$ cat config.mk
export PLATFORM = sky130hd
export DESIGN_NAME = fuvrf_config_writer
export DESIGN_NICKNAME = d
export VERILOG_FILES = /design/src/rtl/lebug_cfg_pkg.sv /design/src/rtl/fuvrf_config_writer.sv
export SDC_FILE = /design/constraint.sdc
export NUM_CORES = 1
export LEC_CHECK = 0
export CORE_UTILIZATION = 55
export CTS_CLUSTER_SIZE = 16
export DETAILED_ROUTE_END_ITERATION = 7
export PLACE_DENSITY = 0.79
export SETUP_SLACK_MARGIN = 0.1
export SLEW_MARGIN = 20
export SYNTH_ARGS = -nofsm -noshare
export SYNTH_HDL_FRONTEND = slang
export SYNTH_SLANG_ARGS = --single-unit
$ cat constraint.sdc
create_clock -name clk -period 41.9 [get_ports clk]
set_input_delay 10.475 -clock clk [delete_from_list [all_inputs] [get_ports clk]]
set_output_delay 10.475 -clock clk [all_outputs]
set_load 0.05 [all_outputs]
$ cat src/rtl/lebug_cfg_pkg.sv
// Shared definitions for the configuration-side writers: command opcodes
// and the command-decoder state encoding.
package lebug_cfg_pkg;

  localparam logic [7:0] CFG_SET_OP     = 8'h01;
  localparam logic [7:0] CFG_SET_ADDR   = 8'h02;
  localparam logic [7:0] CFG_SET_AXIS   = 8'h03;
  localparam logic [7:0] CFG_LOAD_FUVRF = 8'h04;

  typedef enum logic [2:0] {
    IDLE,
    CHAIN,
    VALUE,
    ADDR,
    DATA,
    COMMIT
  } cfg_state_t;

  // Opcodes that address a per-chain firmware register (chain + value follow).
  function automatic logic is_chain_opcode(input logic [7:0] op);
    return (op == CFG_SET_OP) || (op == CFG_SET_ADDR) || (op == CFG_SET_AXIS);
  endfunction

endpackage

$ cat src/rtl/fuvrf_config_writer.sv
// Configuration writer for the filter/reduce stage. Decodes the byte-wide
// config stream addressed to this unit, updates the per-chain firmware
// registers and assembles threshold words for FUVRF port b.
//
// state  | meaning
// -------+------------------------------------------------------------
// IDLE   | waiting for an opcode byte
// CHAIN  | waiting for the chain index of a SET_OP/SET_ADDR/SET_AXIS
// VALUE  | waiting for the register value for the latched chain
// ADDR   | waiting for the FUVRF entry index of a LOAD_FUVRF
// DATA   | shifting in WORD_BYTES payload bytes, first byte ends up MSB
// COMMIT | port-b write pulse in flight; matching bytes are refused
module fuvrf_config_writer
  import lebug_cfg_pkg::*;
#(
  parameter int M                  = 8,
  parameter int DATA_WIDTH         = 32,
  parameter int MAX_CHAINS         = 4,
  parameter int PERSONAL_CONFIG_ID = 0,
  parameter int FUVRF_SIZE         = 4,
  parameter logic [MAX_CHAINS-1:0][7:0] INITIAL_FIRMWARE_FILTER_OP   = '0,
  parameter logic [MAX_CHAINS-1:0][7:0] INITIAL_FIRMWARE_FILTER_ADDR = '0,
  parameter logic [MAX_CHAINS-1:0][7:0] INITIAL_FIRMWARE_REDUCE_AXIS = '0,
  localparam int MEM_WIDTH  = M * DATA_WIDTH,
  localparam int WORD_BYTES = MEM_WIDTH / 8,
  localparam int AW         = (FUVRF_SIZE > 1) ? $clog2(FUVRF_SIZE) : 1
) (
  input  logic                         clk,
  input  logic                         reset,
  input  logic                         tracing,
  input  logic                         config_valid,
  input  logic [7:0]                   configId,
  input  logic [7:0]                   configData,
  output logic [MAX_CHAINS-1:0][7:0]   firmware_filter_op,
  output logic [MAX_CHAINS-1:0][7:0]   firmware_filter_addr,
  output logic [MAX_CHAINS-1:0][7:0]   firmware_reduce_axis,
  output logic [AW-1:0]                fuvrf_address_b,
  output logic [MEM_WIDTH-1:0]         fuvrf_data_b,
  output logic                         fuvrf_wren_b,
  output logic                         busy,
  output logic                         cfg_error
);

  localparam int CW    = (MAX_CHAINS > 1) ? $clog2(MAX_CHAINS) : 1;
  localparam int CNT_W = $clog2(WORD_BYTES) + 1;

  localparam logic [7:0]       MY_ID       = 8'(PERSONAL_CONFIG_ID);
  localparam logic [7:0]       CHAIN_LIMIT = 8'(MAX_CHAINS);
  localparam logic [7:0]       ENTRY_LIMIT = 8'(FUVRF_SIZE);
  localparam logic [CNT_W-1:0] LAST_CNT    = CNT_W'(WORD_BYTES - 1);

  cfg_state_t           state;
  logic [CNT_W-1:0]     byte_cnt;
  logic [MEM_WIDTH-1:0] shift;
  logic [MEM_WIDTH-1:0] shift_next;
  logic [7:0]           cmd_op;
  logic [CW-1:0]        chain_sel;
  logic [AW-1:0]        entry_sel;

  logic hit;
  logic refuse;
  logic take;

  // A matching byte is refused while tracing or while the write pulse is out;
  // refused bytes never advance the decoder.
  assign hit        = config_valid && (configId == MY_ID);
  assign refuse     = tracing || (state == COMMIT);
  assign take       = hit && !refuse;
  assign shift_next = {shift[MEM_WIDTH-9:0], configData};

  // Command decoder, firmware registers and port-b write generation.
  always_ff @(posedge clk or posedge reset) begin
    if (reset) begin
      state                <= IDLE;
      byte_cnt             <= '0;
      shift                <= '0;
      cmd_op               <= '0;
      chain_sel            <= '0;
      entry_sel            <= '0;
      fuvrf_wren_b         <= 1'b0;
      fuvrf_address_b      <= '0;
      fuvrf_data_b         <= '0;
      busy                 <= 1'b0;
      cfg_error            <= 1'b0;
      firmware_filter_op   <= INITIAL_FIRMWARE_FILTER_OP;
      firmware_filter_addr <= INITIAL_FIRMWARE_FILTER_ADDR;
      firmware_reduce_axis <= INITIAL_FIRMWARE_REDUCE_AXIS;
    end else begin
      cfg_error    <= hit && refuse;
      fuvrf_wren_b <= 1'b0;

      case (state)
        IDLE: begin
          if (take) begin
            if (is_chain_opcode(configData)) begin
              cmd_op <= configData;
              state  <= CHAIN;
              busy   <= 1'b1;
            end else if (configData == CFG_LOAD_FUVRF) begin
              cmd_op <= configData;
              state  <= ADDR;
              busy   <= 1'b1;
            end else begin
              cfg_error <= 1'b1;
            end
          end
        end

        CHAIN: begin
          if (take) begin
            if (configData >= CHAIN_LIMIT) begin
              cfg_error <= 1'b1;
              state     <= IDLE;
              busy      <= 1'b0;
            end else begin
              chain_sel <= configData[CW-1:0];
              state     <= VALUE;
            end
          end
        end

        VALUE: begin
          if (take) begin
            case (cmd_op)
              CFG_SET_OP:   firmware_filter_op[chain_sel]   <= configData;
              CFG_SET_ADDR: firmware_filter_addr[chain_sel] <= configData;
              CFG_SET_AXIS: firmware_reduce_axis[chain_sel] <= configData;
              default:      ;
            endcase
            state <= IDLE;
            busy  <= 1'b0;
          end
        end

        ADDR: begin
          if (take) begin
            if (configData >= ENTRY_LIMIT) begin
              cfg_error <= 1'b1;
              state     <= IDLE;
              busy      <= 1'b0;
            end else begin
              entry_sel <= configData[AW-1:0];
              byte_cnt  <= '0;
              state     <= DATA;
            end
          end
        end

        DATA: begin
          if (take) begin
            shift    <= shift_next;
            byte_cnt <= byte_cnt + 1'b1;
            // The pulse is launched with the last byte so the RAM sees
            // wren_b for exactly the COMMIT cycle.
            if (byte_cnt == LAST_CNT) begin
              fuvrf_wren_b    <= 1'b1;
              fuvrf_address_b <= entry_sel;
              fuvrf_data_b    <= shift_next;
              state           <= COMMIT;
            end
          end
        end

        COMMIT: begin
          state <= IDLE;
          busy  <= 1'b0;
        end

        default: begin
          state <= IDLE;
          busy  <= 1'b0;
        end
      endcase
    end
  end

endmodule

======== Word-level counts from Yosys, hierarchy flattened ========
Index checks and enable logic that the tools add are counted.
operators by class
  reduce and logical (&&, ||, !) cells .... 24
  equality and inequality tests ........... 23
  magnitude comparators ................... 3
  multiplexer cells ....................... 38
  bitwise logic cells ..................... 2
  add/subtract/negate cells ............... 1
operators by type and width
  kind                                                                   number
  32-bit bitwise mux                                                     3
  8-bit by 2-bit == test with 1-bit output, second input constant        4
  3-bit two-way mux                                                      9
  8-bit two-way mux                                                      3
  3-bit AND reduction                                                    7
  6-bit two-way mux                                                      3
  8-bit demux with 2-bit select                                          1
  8-bit by 1-bit == test with 1-bit output, second input constant        2
  3-bit one-hot mux with 5 select lines                                  1
  1-bit two-way mux                                                      14
  2-bit != test, second input constant                                   7
  6-bit one-hot mux with 2 select lines                                  1
  8-bit by 3-bit == test with 1-bit output, second input constant        1
  8-bit by 3-bit >= comparator with 1-bit output, second input constant  1
  8-bit zero test                                                        1
  7-bit AND reduction                                                    1
  6-bit by 1-bit adder with 6-bit output, second input constant          1
  3-bit by 2-bit == test with 1-bit output, second input constant        2
  3-bit == test, second input constant                                   2
  6-bit by 5-bit == test with 1-bit output, second input constant        1
  6-bit AND reduction                                                    1
  1-bit logical AND                                                      4
  2-bit by 1-bit != test with 1-bit output, second input constant        2
  1-bit one-hot mux with 4 select lines                                  1
  14 further kinds                                                       18
word-level totals
  bits of input ports ..................... 20
  word-level logic and storage cells ...... 114
  output and inout bits ................... 357
  flip-flop bits (word level) ............. 626

======== Depth between registers and ports, before layout ========
Gate-level depths: netlist of run 1.
  depth after elaboration ................. 7
  mapped depth ............................ 9
  gate-level depth less buffers ........... 6

======== Worst setup path before layout of run 1 ========
No wires, ideal clock.
  kind .................................... input -> register
  from .................................... input configId[4]
  to ...................................... register firmware_filter_addr[16] (netlist bit)
  setup time .............................. 0.125 ns
  path slack .............................. 29.739 ns
  buffers on the path ..................... 0
  arrival ................................. 12.036 ns
  data required time ...................... 41.775 ns
  cell stages on the path ................. 5
  path through ............................ nor4b_2 and4_1 nand4b_4 nor2_2 mux2_2
between the ends
  cells in the longest elaborated chain, start to end .. 4
ends and longest elaborated chain
  what                                  line                        RTL
  from (decl)                           fuvrf_config_writer.sv:32   input logic [7:0] configId,
  8-bit zero test                       fuvrf_config_writer.sv:66   assign hit = config_valid && (configId == MY_ID);
  1-bit logical AND                     fuvrf_config_writer.sv:66
  1-bit logical AND                     fuvrf_config_writer.sv:68   assign take = hit && !refuse;
  3-bit AND reduction (no source line)  --
  to (signal, indexed assignment)       fuvrf_config_writer.sv:126  CFG_SET_ADDR: firmware_filter_addr[chain_sel] <= configData;
  to (decl)                             fuvrf_config_writer.sv:35   output logic [MAX_CHAINS-1:0][7:0] firmware_filter_addr,
No other way between the ends.
A chain may end at the register's enable or synchronous reset.

======== Worst setup path after layout of run 1 ========
  from .................................... input configId[1]
  to ...................................... register shift[143]
between the ends
  cells in the longest elaborated chain, start to end .. 4
ends and longest elaborated chain
  what                                  line                        RTL
  8-bit zero test                       fuvrf_config_writer.sv:66
  1-bit logical AND                     fuvrf_config_writer.sv:66
  1-bit logical AND                     fuvrf_config_writer.sv:68
  2-bit AND reduction (no source line)  --
  to (signal assigned)                  fuvrf_config_writer.sv:151  shift <= shift_next;
  to (decl)                             fuvrf_config_writer.sv:54   logic [MEM_WIDTH-1:0] shift;
No other way between the ends.

==> flow_results.xml, run 1 <==
<?xml version="1.0" encoding="UTF-8"?>
<metrics>
  <group name="clocking">
    <metric name="ctsHtreeMaxLevel" unit="">2</metric>
    <metric name="worst_setup_hold_path_clk_slew" unit="ps">60</metric>
    <metric name="buffer_type_at_the_clock_tree_root" unit="">sky130_fd_sc_hd__clkbuf_16</metric>
    <metric name="insertion_delay" unit="ps">610</metric>
    <metric name="cts.path.max_buffers" unit="">3</metric>
    <metric name="tritoncts" unit="">yes</metric>
    <metric name="cts_sinks" unit="">626</metric>
    <metric name="postCtsSetupBuffers" unit="">0</metric>
    <metric name="post_cts_resize_count" unit="">0</metric>
    <metric name="ctsHoldBuffers" unit="">0</metric>
    <metric name="numCtsBuffers" unit="">60</metric>
  </group>
  <group name="sta">
    <metric name="tns" unit="ps">0</metric>
    <metric name="finalMaxSlewViolations" unit="">0</metric>
    <metric name="maxClockFrequency" unit="GHz">0.0761</metric>
    <metric name="final_period_minus_worst_setup_slack" unit="ps">13150</metric>
    <metric name="layout_skew" unit="ps">15.7</metric>
    <metric name="setup_violations" unit="">0</metric>
    <metric name="timing_worst_slew_pin_value" unit="ps">1310</metric>
    <metric name="timing.final.crit_share" unit="%">31.4</metric>
    <metric name="timing_hold_violations_final" unit="">0</metric>
    <metric name="relative_max_transition_margin" unit="%">12.7</metric>
    <metric name="holdWs" unit="ps">464</metric>
    <metric name="setup_ws" unit="ps">28750</metric>
    <metric name="rsz0062_at_grt" unit="">no</metric>
  </group>
  <group name="grt">
    <metric name="grt_remaining_overflow" unit="">0</metric>
    <metric name="grt_antenna_before_repair" unit="">0</metric>
    <metric name="global_route.usage.total" unit="%">26.7</metric>
    <metric name="grt_pass1_wl" unit="mm">93.4</metric>
    <metric name="grt_start_max_net_pins" unit="">249</metric>
    <metric name="first_global_vias" unit="">17900</metric>
  </group>
  <group name="status">
    <metric name="status" unit="">finished clean</metric>
  </group>
  <group name="detailed_routing">
    <metric name="dr_total_vias" unit="">17600</metric>
    <metric name="avgViaCountPerCell" unit="">5.14</metric>
    <metric name="wirelength" unit="mm">57.4</metric>
    <metric name="drc_errors" unit="">0</metric>
    <metric name="antenna_left" unit="">0</metric>
    <metric name="post_drt_wl_per_cell" unit="um">16.8</metric>
    <metric name="drtIter0Drc" unit="">1392</metric>
    <metric name="first_pass_iters" unit="">5</metric>
  </group>
  <group name="cells_and_area">
    <metric name="utilization_of_the_core_after_routing" unit="%">70.7</metric>
    <metric name="area_of_all_placed_cells_without_fillers" unit="sq um">29900</metric>
    <metric name="commonest_non_fill_non_tap_cell_in_the_layout" unit="">sky130_fd_sc_hd__nand2_1</metric>
    <metric name="num_antenna_cells" unit="">0</metric>
    <metric name="finish.net_count" unit="">2826</metric>
    <metric name="layout-drive-gt1-share" unit="%">8.25</metric>
    <metric name="layout.cells.most_common_list" unit="">1527 x sky130_fd_sc_hd__nand2_1, 626 x sky130_fd_sc_hd__dfrtp_1, 376 x sky130_fd_sc_hd__clkdlybuf4s50_1</metric>
    <metric name="area_grow_syn2layout" unit="%">25.8</metric>
  </group>
  <group name="placement">
    <metric name="port_buffers" unit="">376</metric>
    <metric name="globalplace.congestion" unit="">0.802</metric>
    <metric name="place_area" unit="sq um">27900</metric>
    <metric name="post-place-ws" unit="ps">28210</metric>
    <metric name="dp_hpwl" unit="mm">36.1</metric>
  </group>
  <group name="die">
    <metric name="chipWidth" unit="um">210</metric>
    <metric name="start_util" unit="%">56.2</metric>
    <metric name="core-area" unit="sq um">42300</metric>
    <metric name="die_area" unit="sq um">44100</metric>
    <metric name="placement_rows" unit="">75</metric>
    <metric name="floorplan.io_pins" unit="">377</metric>
    <metric name="die-height" unit="um">210</metric>
  </group>
  <group name="setup_path">
    <metric name="timing.rr.start" unit="">state[2]</metric>
    <metric name="setup.reg_to_reg.worst_slack" unit="ps">38450</metric>
    <metric name="path_cells" unit="">clkdlybuf4s50_1, nor4_4, and4_4, buf_4, buf_4, nand2_1, nand2_1</metric>
    <metric name="timing.critical_path.fanout_max" unit="">80</metric>
    <metric name="worst_setup_path_end_kind" unit="">flip-flop</metric>
    <metric name="startpoint_type_of_the_worst_setup_path" unit="">input port</metric>
    <metric name="crit_path_max_incr_delay" unit="ps">750</metric>
    <metric name="crit_type" unit="">input port to flip-flop</metric>
    <metric name="critical_path.n_buffers_inverters" unit="">3</metric>
    <metric name="crit_path_top_delay_cell" unit="">sky130_fd_sc_hd__buf_4</metric>
    <metric name="wp_data_required" unit="ps">42430</metric>
    <metric name="worst-endpoint-arrival" unit="ps">13680</metric>
    <metric name="r2r-end" unit="">shift[143]</metric>
    <metric name="critical_path.top_delay_family" unit="">buffers and inverters</metric>
    <metric name="worst_r2r_path_depth" unit="">6</metric>
  </group>
  <group name="worst_hold_path">
    <metric name="worst_hold_path.endpoint" unit="">fuvrf_data_b[48]</metric>
    <metric name="holdCritPathClass" unit="">flip-flop to flip-flop</metric>
    <metric name="min-delay-start" unit="">fuvrf_data_b[48]</metric>
    <metric name="worstHoldPathCells" unit="">2</metric>
  </group>
  <group name="synth">
    <metric name="synth_seq_area_share" unit="%">65.8</metric>
    <metric name="ys.warnings.count" unit="">0</metric>
    <metric name="synthesized_area" unit="sq um">23800</metric>
    <metric name="yosys_register_bits" unit="">626</metric>
    <metric name="syn_nets" unit="">2499</metric>
    <metric name="synthDistinctLibCells" unit="">41</metric>
    <metric name="syn_area_per_cell" unit="sq um">9.60</metric>
    <metric name="netlist_instances" unit="">2478</metric>
  </group>
  <group name="flow_run">
    <metric name="timing.max_cap.violations" unit="">0</metric>
  </group>
  <group name="power">
    <metric name="vdd_ir_drop_max" unit="mV">0.0368</metric>
    <metric name="power-per-cell-area" unit="nW/um^2">39.1</metric>
    <metric name="power.leakage" unit="nW">16.1</metric>
  </group>
</metrics>
-- metrics by stage --
step                      cells  power (mW)
after global placement     3320       0.635
final                      3425        1.17
after CTS                  3425        1.18
after global routing       3425        1.21
after detailed placement   3320       0.636
after floorplan            2478       0.628
-- worst min-delay path: stages (launching register included) --
cell,delay (ps)
sky130_fd_sc_hd__dfrtp_1,340
sky130_fd_sc_hd__nand2_1,50
sky130_fd_sc_hd__nand2_1,50
-- worst max path at each step --
stage	depth (start not counted)	to	slack, ps	start
after floorplan	1	busy	13890	reset
after global placement	7	shift[136]	28320	configId[1]
after detailed placement	7	fuvrf_data_b[0]	28210	configId[1]
after CTS	7	shift[131]	28800	configId[1]
after global routing	7	shift[136]	28540	configId[1]
final	7	shift[143]	28750	configId[1]
-- registers in the layout (all words and copies together), names as in the netlist --
signal	flops
fuvrf_data_b	256
shift	248
firmware_filter_addr	32
firmware_filter_op	32
firmware_reduce_axis	32
cmd_op	8
byte_cnt	6
state	3
chain_sel	2
entry_sel	2
fuvrf_address_b	2
busy	1
cfg_error	1
fuvrf_wren_b	1
-- per-layer routing --
metal  wire, um  track usage [%]  up-vias
met4       2220             10.6        0
met5          0                0        -
met2      27100             41.9      547
met3       3910             6.47      126
li1           -                -     8277
met1      24100             36.1     8645
-- cells in the mapped netlist, drive strengths merged --
cell | count | share of area, %
or4 | 1 | 0.032
or2 | 1 | 0.026
o22a | 1 | 0.037
and2 | 1 | 0.026
ha | 1 | 0.053
nor2 | 20 | 0.42
xnor2 | 1 | 0.037
inv | 2 | 0.032
nand3 | 8 | 0.17
and4 | 3 | 0.11
nor4 | 4 | 0.17
mux2 | 103 | 4.9
dfrtp | 626 | 66
nand2 | 1528 | 24
nand4b | 2 | 0.20
nand3b | 2 | 0.063
a32oi | 1 | 0.037
and3 | 2 | 0.053
nor3b | 1 | 0.053
o31ai | 2 | 0.063
a211oi | 2 | 0.063
clkbuf | 76 | 1.2
nor3 | 7 | 0.31
nor4b | 1 | 0.063
a21oi | 5 | 0.11
buf | 50 | 1.1
and3b | 1 | 0.042
or3 | 3 | 0.079
o21ai | 2 | 0.042
nor2b | 6 | 0.16
nand2b | 2 | 0.053
o211ai | 3 | 0.095
a2bb2oi | 1 | 0.037
nand4 | 9 | 0.30
-- logic make-up after synthesis --
logic type | share of synthesized area (%)
flops | 65.8
fa+ha+maj | 0.0526
simple gates | 26.4
compound gates | 0.479
buf+inv | 2.29
xor+xnor | 0.0368
mux | 4.87
-- layout make-up --
type | count | area (sq um)
clock inverter | 18 | 244
inverter | 2 | 15.0
timing repair buffer | 391 | 3930
tap | 577 | 722
sequential | 626 | 15700
multi-input combinational | 1724 | 7600
clock buffer | 87 | 1750
fill | 3082 | 12400
-- power breakdown --
group	switching, mW	internal [mW]
sequential	0.000472	0.605
clock	0.222	0.325
combinational	0.0154	0.00305
Power figures use the tool's default switching activity.
==> run 2: changes to the inputs <==
CORE_UTILIZATION = 54   (was 55)
PLACE_DENSITY = 0.77   (was 0.79)
clock period = 12.77 ns   (was 41.9 ns; I/O delays follow)
==> flow_results.xml, run 2 (synthesis results as in run 1) <==
<?xml version="1.0" encoding="UTF-8"?>
<metrics>
  <group name="sta">
    <metric name="timing_worst_slew_pin_value" unit="ps">1160</metric>
    <metric name="rsz0062_at_grt" unit="">no</metric>
    <metric name="timing_hold_violations_final" unit="">0</metric>
    <metric name="tns" unit="ps">0</metric>
    <metric name="maxClockFrequency" unit="GHz">0.163</metric>
    <metric name="timing.final.crit_share" unit="%">47.9</metric>
    <metric name="relative_max_transition_margin" unit="%">22.7</metric>
    <metric name="setup_violations" unit="">0</metric>
    <metric name="holdWs" unit="ps">465</metric>
    <metric name="layout_skew" unit="ps">25.5</metric>
    <metric name="finalMaxSlewViolations" unit="">0</metric>
    <metric name="final_period_minus_worst_setup_slack" unit="ps">6120</metric>
  </group>
  <group name="cells_and_area">
    <metric name="finish.net_count" unit="">2827</metric>
    <metric name="area_grow_syn2layout" unit="%">26.3</metric>
    <metric name="filler_cell_count" unit="">3171</metric>
    <metric name="commonest_non_fill_non_tap_cell_in_the_layout" unit="">sky130_fd_sc_hd__nand2_1</metric>
    <metric name="seqCellArea" unit="sq um">15700</metric>
    <metric name="flip_flop_count_of_the_largest_register_all_copies_and_words_added" unit="">256</metric>
    <metric name="layout.cells.most_common_list" unit="">1527 x sky130_fd_sc_hd__nand2_1, 626 x sky130_fd_sc_hd__dfrtp_1, 376 x sky130_fd_sc_hd__clkdlybuf4s50_1</metric>
    <metric name="reg_top3" unit="">fuvrf_data_b x256, shift x248</metric>
    <metric name="utilization_of_the_core_after_routing" unit="%">69.5</metric>
    <metric name="area_of_all_placed_cells_without_fillers" unit="sq um">30100</metric>
    <metric name="regMostFlops" unit="">fuvrf_data_b</metric>
    <metric name="num_antenna_cells" unit="">0</metric>
    <metric name="layout-drive-gt1-share" unit="%">8.65</metric>
    <metric name="multiInputGateArea" unit="sq um">7600</metric>
  </group>
  <group name="detailed_routing">
    <metric name="dr_total_vias" unit="">17700</metric>
    <metric name="post_drt_wl_per_cell" unit="um">16.9</metric>
    <metric name="first_pass_iters" unit="">5</metric>
    <metric name="drtIter0Drc" unit="">1425</metric>
    <metric name="drc_errors" unit="">0</metric>
    <metric name="avgViaCountPerCell" unit="">5.14</metric>
    <metric name="antenna_left" unit="">0</metric>
    <metric name="wirelength" unit="mm">58.3</metric>
  </group>
  <group name="die">
    <metric name="die_area" unit="sq um">44900</metric>
    <metric name="floorplan.io_pins" unit="">377</metric>
    <metric name="die-height" unit="um">212</metric>
    <metric name="start_util" unit="%">55.0</metric>
    <metric name="core-area" unit="sq um">43300</metric>
    <metric name="placement_rows" unit="">76</metric>
    <metric name="chipWidth" unit="um">212</metric>
  </group>
  <group name="clocking">
    <metric name="worst_setup_hold_path_clk_slew" unit="ps">60</metric>
    <metric name="numCtsBuffers" unit="">61</metric>
    <metric name="buffer_type_at_the_clock_tree_root" unit="">sky130_fd_sc_hd__clkbuf_16</metric>
    <metric name="ctsHtreeMaxLevel" unit="">2</metric>
    <metric name="cts_sinks" unit="">626</metric>
    <metric name="insertion_delay" unit="ps">610</metric>
    <metric name="cts.path.max_buffers" unit="">3</metric>
    <metric name="postCtsSetupBuffers" unit="">0</metric>
    <metric name="tritoncts" unit="">yes</metric>
    <metric name="post_cts_resize_count" unit="">0</metric>
    <metric name="ctsHoldBuffers" unit="">0</metric>
  </group>
  <group name="placement">
    <metric name="dp_hpwl" unit="mm">37.0</metric>
    <metric name="place_area" unit="sq um">27900</metric>
    <metric name="globalplace.congestion" unit="">0.818</metric>
    <metric name="port_buffers" unit="">376</metric>
  </group>
  <group name="worst_hold_path">
    <metric name="min-delay-start" unit="">fuvrf_data_b[35]</metric>
    <metric name="holdCritPathClass" unit="">flip-flop to flip-flop</metric>
  </group>
  <group name="setup_path">
    <metric name="worst_setup_path_end_kind" unit="">flip-flop</metric>
    <metric name="startpoint_type_of_the_worst_setup_path" unit="">input port</metric>
    <metric name="launch_point_of_the_critical_path" unit="">configId[1]</metric>
    <metric name="worst-endpoint-arrival" unit="ps">6600</metric>
    <metric name="r2r-end" unit="">fuvrf_data_b[204]</metric>
    <metric name="timing.critical_path.fanout_max" unit="">92</metric>
    <metric name="timing.rr.start" unit="">state[2]</metric>
    <metric name="crit_type" unit="">input port to flip-flop</metric>
    <metric name="setup.reg_to_reg.worst_slack" unit="ps">9130</metric>
    <metric name="worst_r2r_path_depth" unit="">6</metric>
    <metric name="worstSetupEndpoint" unit="">fuvrf_data_b[204]</metric>
    <metric name="wp_data_required" unit="ps">13250</metric>
  </group>
  <group name="power">
    <metric name="power.leakage" unit="nW">16.2</metric>
    <metric name="vdd_ir_drop_max" unit="mV">0.120</metric>
    <metric name="power-per-cell-area" unit="nW/um^2">130</metric>
  </group>
  <group name="grt">
    <metric name="first_global_vias" unit="">17500</metric>
    <metric name="grt_remaining_overflow" unit="">0</metric>
    <metric name="grt_antenna_before_repair" unit="">0</metric>
    <metric name="global_route.usage.total" unit="%">26.5</metric>
    <metric name="grt_pass1_wl" unit="mm">93.7</metric>
    <metric name="grt_start_max_net_pins" unit="">249</metric>
  </group>
  <group name="status">
    <metric name="status" unit="">finished clean</metric>
  </group>
  <group name="flow_run">
    <metric name="timing.max_cap.violations" unit="">0</metric>
  </group>
</metrics>
==> run 2: changes by cell type in the layout (fill, tap and decap cells not counted) <==
cell / previous run / this run
sky130_fd_sc_hd__clkbuf_8: 13 / 24
sky130_fd_sc_hd__clkbuf_1: 13 / 9
sky130_fd_sc_hd__clkinvlp_4: 0 / 3
sky130_fd_sc_hd__bufinv_16: 6 / 4
sky130_fd_sc_hd__clkbuf_16: 61 / 62
sky130_fd_sc_hd__clkinv_8: 0 / 1
sky130_fd_sc_hd__inv_6: 1 / 0
sky130_fd_sc_hd__inv_8: 1 / 0
==> run 2: layer usage <==
layer / routed length, um / GRT usage (%) / vias to the layer above
met5: 0 / 0 / -
met4: 1900 / 9.00 / 0
met3: 3680 / 5.71 / 106
met2: 28200 / 42.6 / 546
met1: 24600 / 35.9 / 8752
li1: - / - / 8287
==> run 2: final cells by class <==
type | count | share of cell area [%]
Timing Repair Buffer | 391 | 13.1
Inverter | 2 | 0.0375
Clock buffer | 95 | 6.37
Multi-Input combinational cell | 1724 | 25.3
Tap cell | 585 | 2.44
Sequential cell | 626 | 52.1
Clock inverter | 18 | 0.687
==> run 2: worst min-delay path by stage <==
stage	end	slack (ps)	depth (start not counted)
2_1_floorplan	shift[240]	440	2
3_3_place_gp	fuvrf_data_b[28]	450	2
3_5_place_dp	fuvrf_data_b[57]	450	2
4_1_cts	fuvrf_data_b[185]	470	2
5_1_grt	fuvrf_address_b[0]	490	2
6_report	fuvrf_data_b[35]	470	2
==> run 2: worst max-delay path: stages <==
cell and delay (ps):
sky130_fd_sc_hd__clkdlybuf4s50_1 470, sky130_fd_sc_hd__nor4_4 490, sky130_fd_sc_hd__and4_4 680, sky130_fd_sc_hd__nand2_4 600, sky130_fd_sc_hd__buf_4 610, sky130_fd_sc_hd__nand2_1 210
sky130_fd_sc_hd__nand2_1 80
==> run 2: per-stage QoR <==
step,power [mW],setup slack (ps),cells
floorplan,2.06,1030,2478
global placement,2.08,6190,3328
detailed placement,2.09,6070,3328
CTS,3.93,6680,3441
global route,4.02,6470,3441
finish,3.90,6650,3441
==> run 2: power breakdown <==
part / switching [mW] / leakage (nW) / internal (mW) / total, mW
Sequential: 0.00163 / 8.72 / 1.99 / 1.99
Combinational: 0.0506 / 6.42 / 0.0101 / 0.0607
Clock: 0.744 / 1.05 / 1.11 / 1.85
Total: 0.796 / 16.2 / 3.10 / 3.90
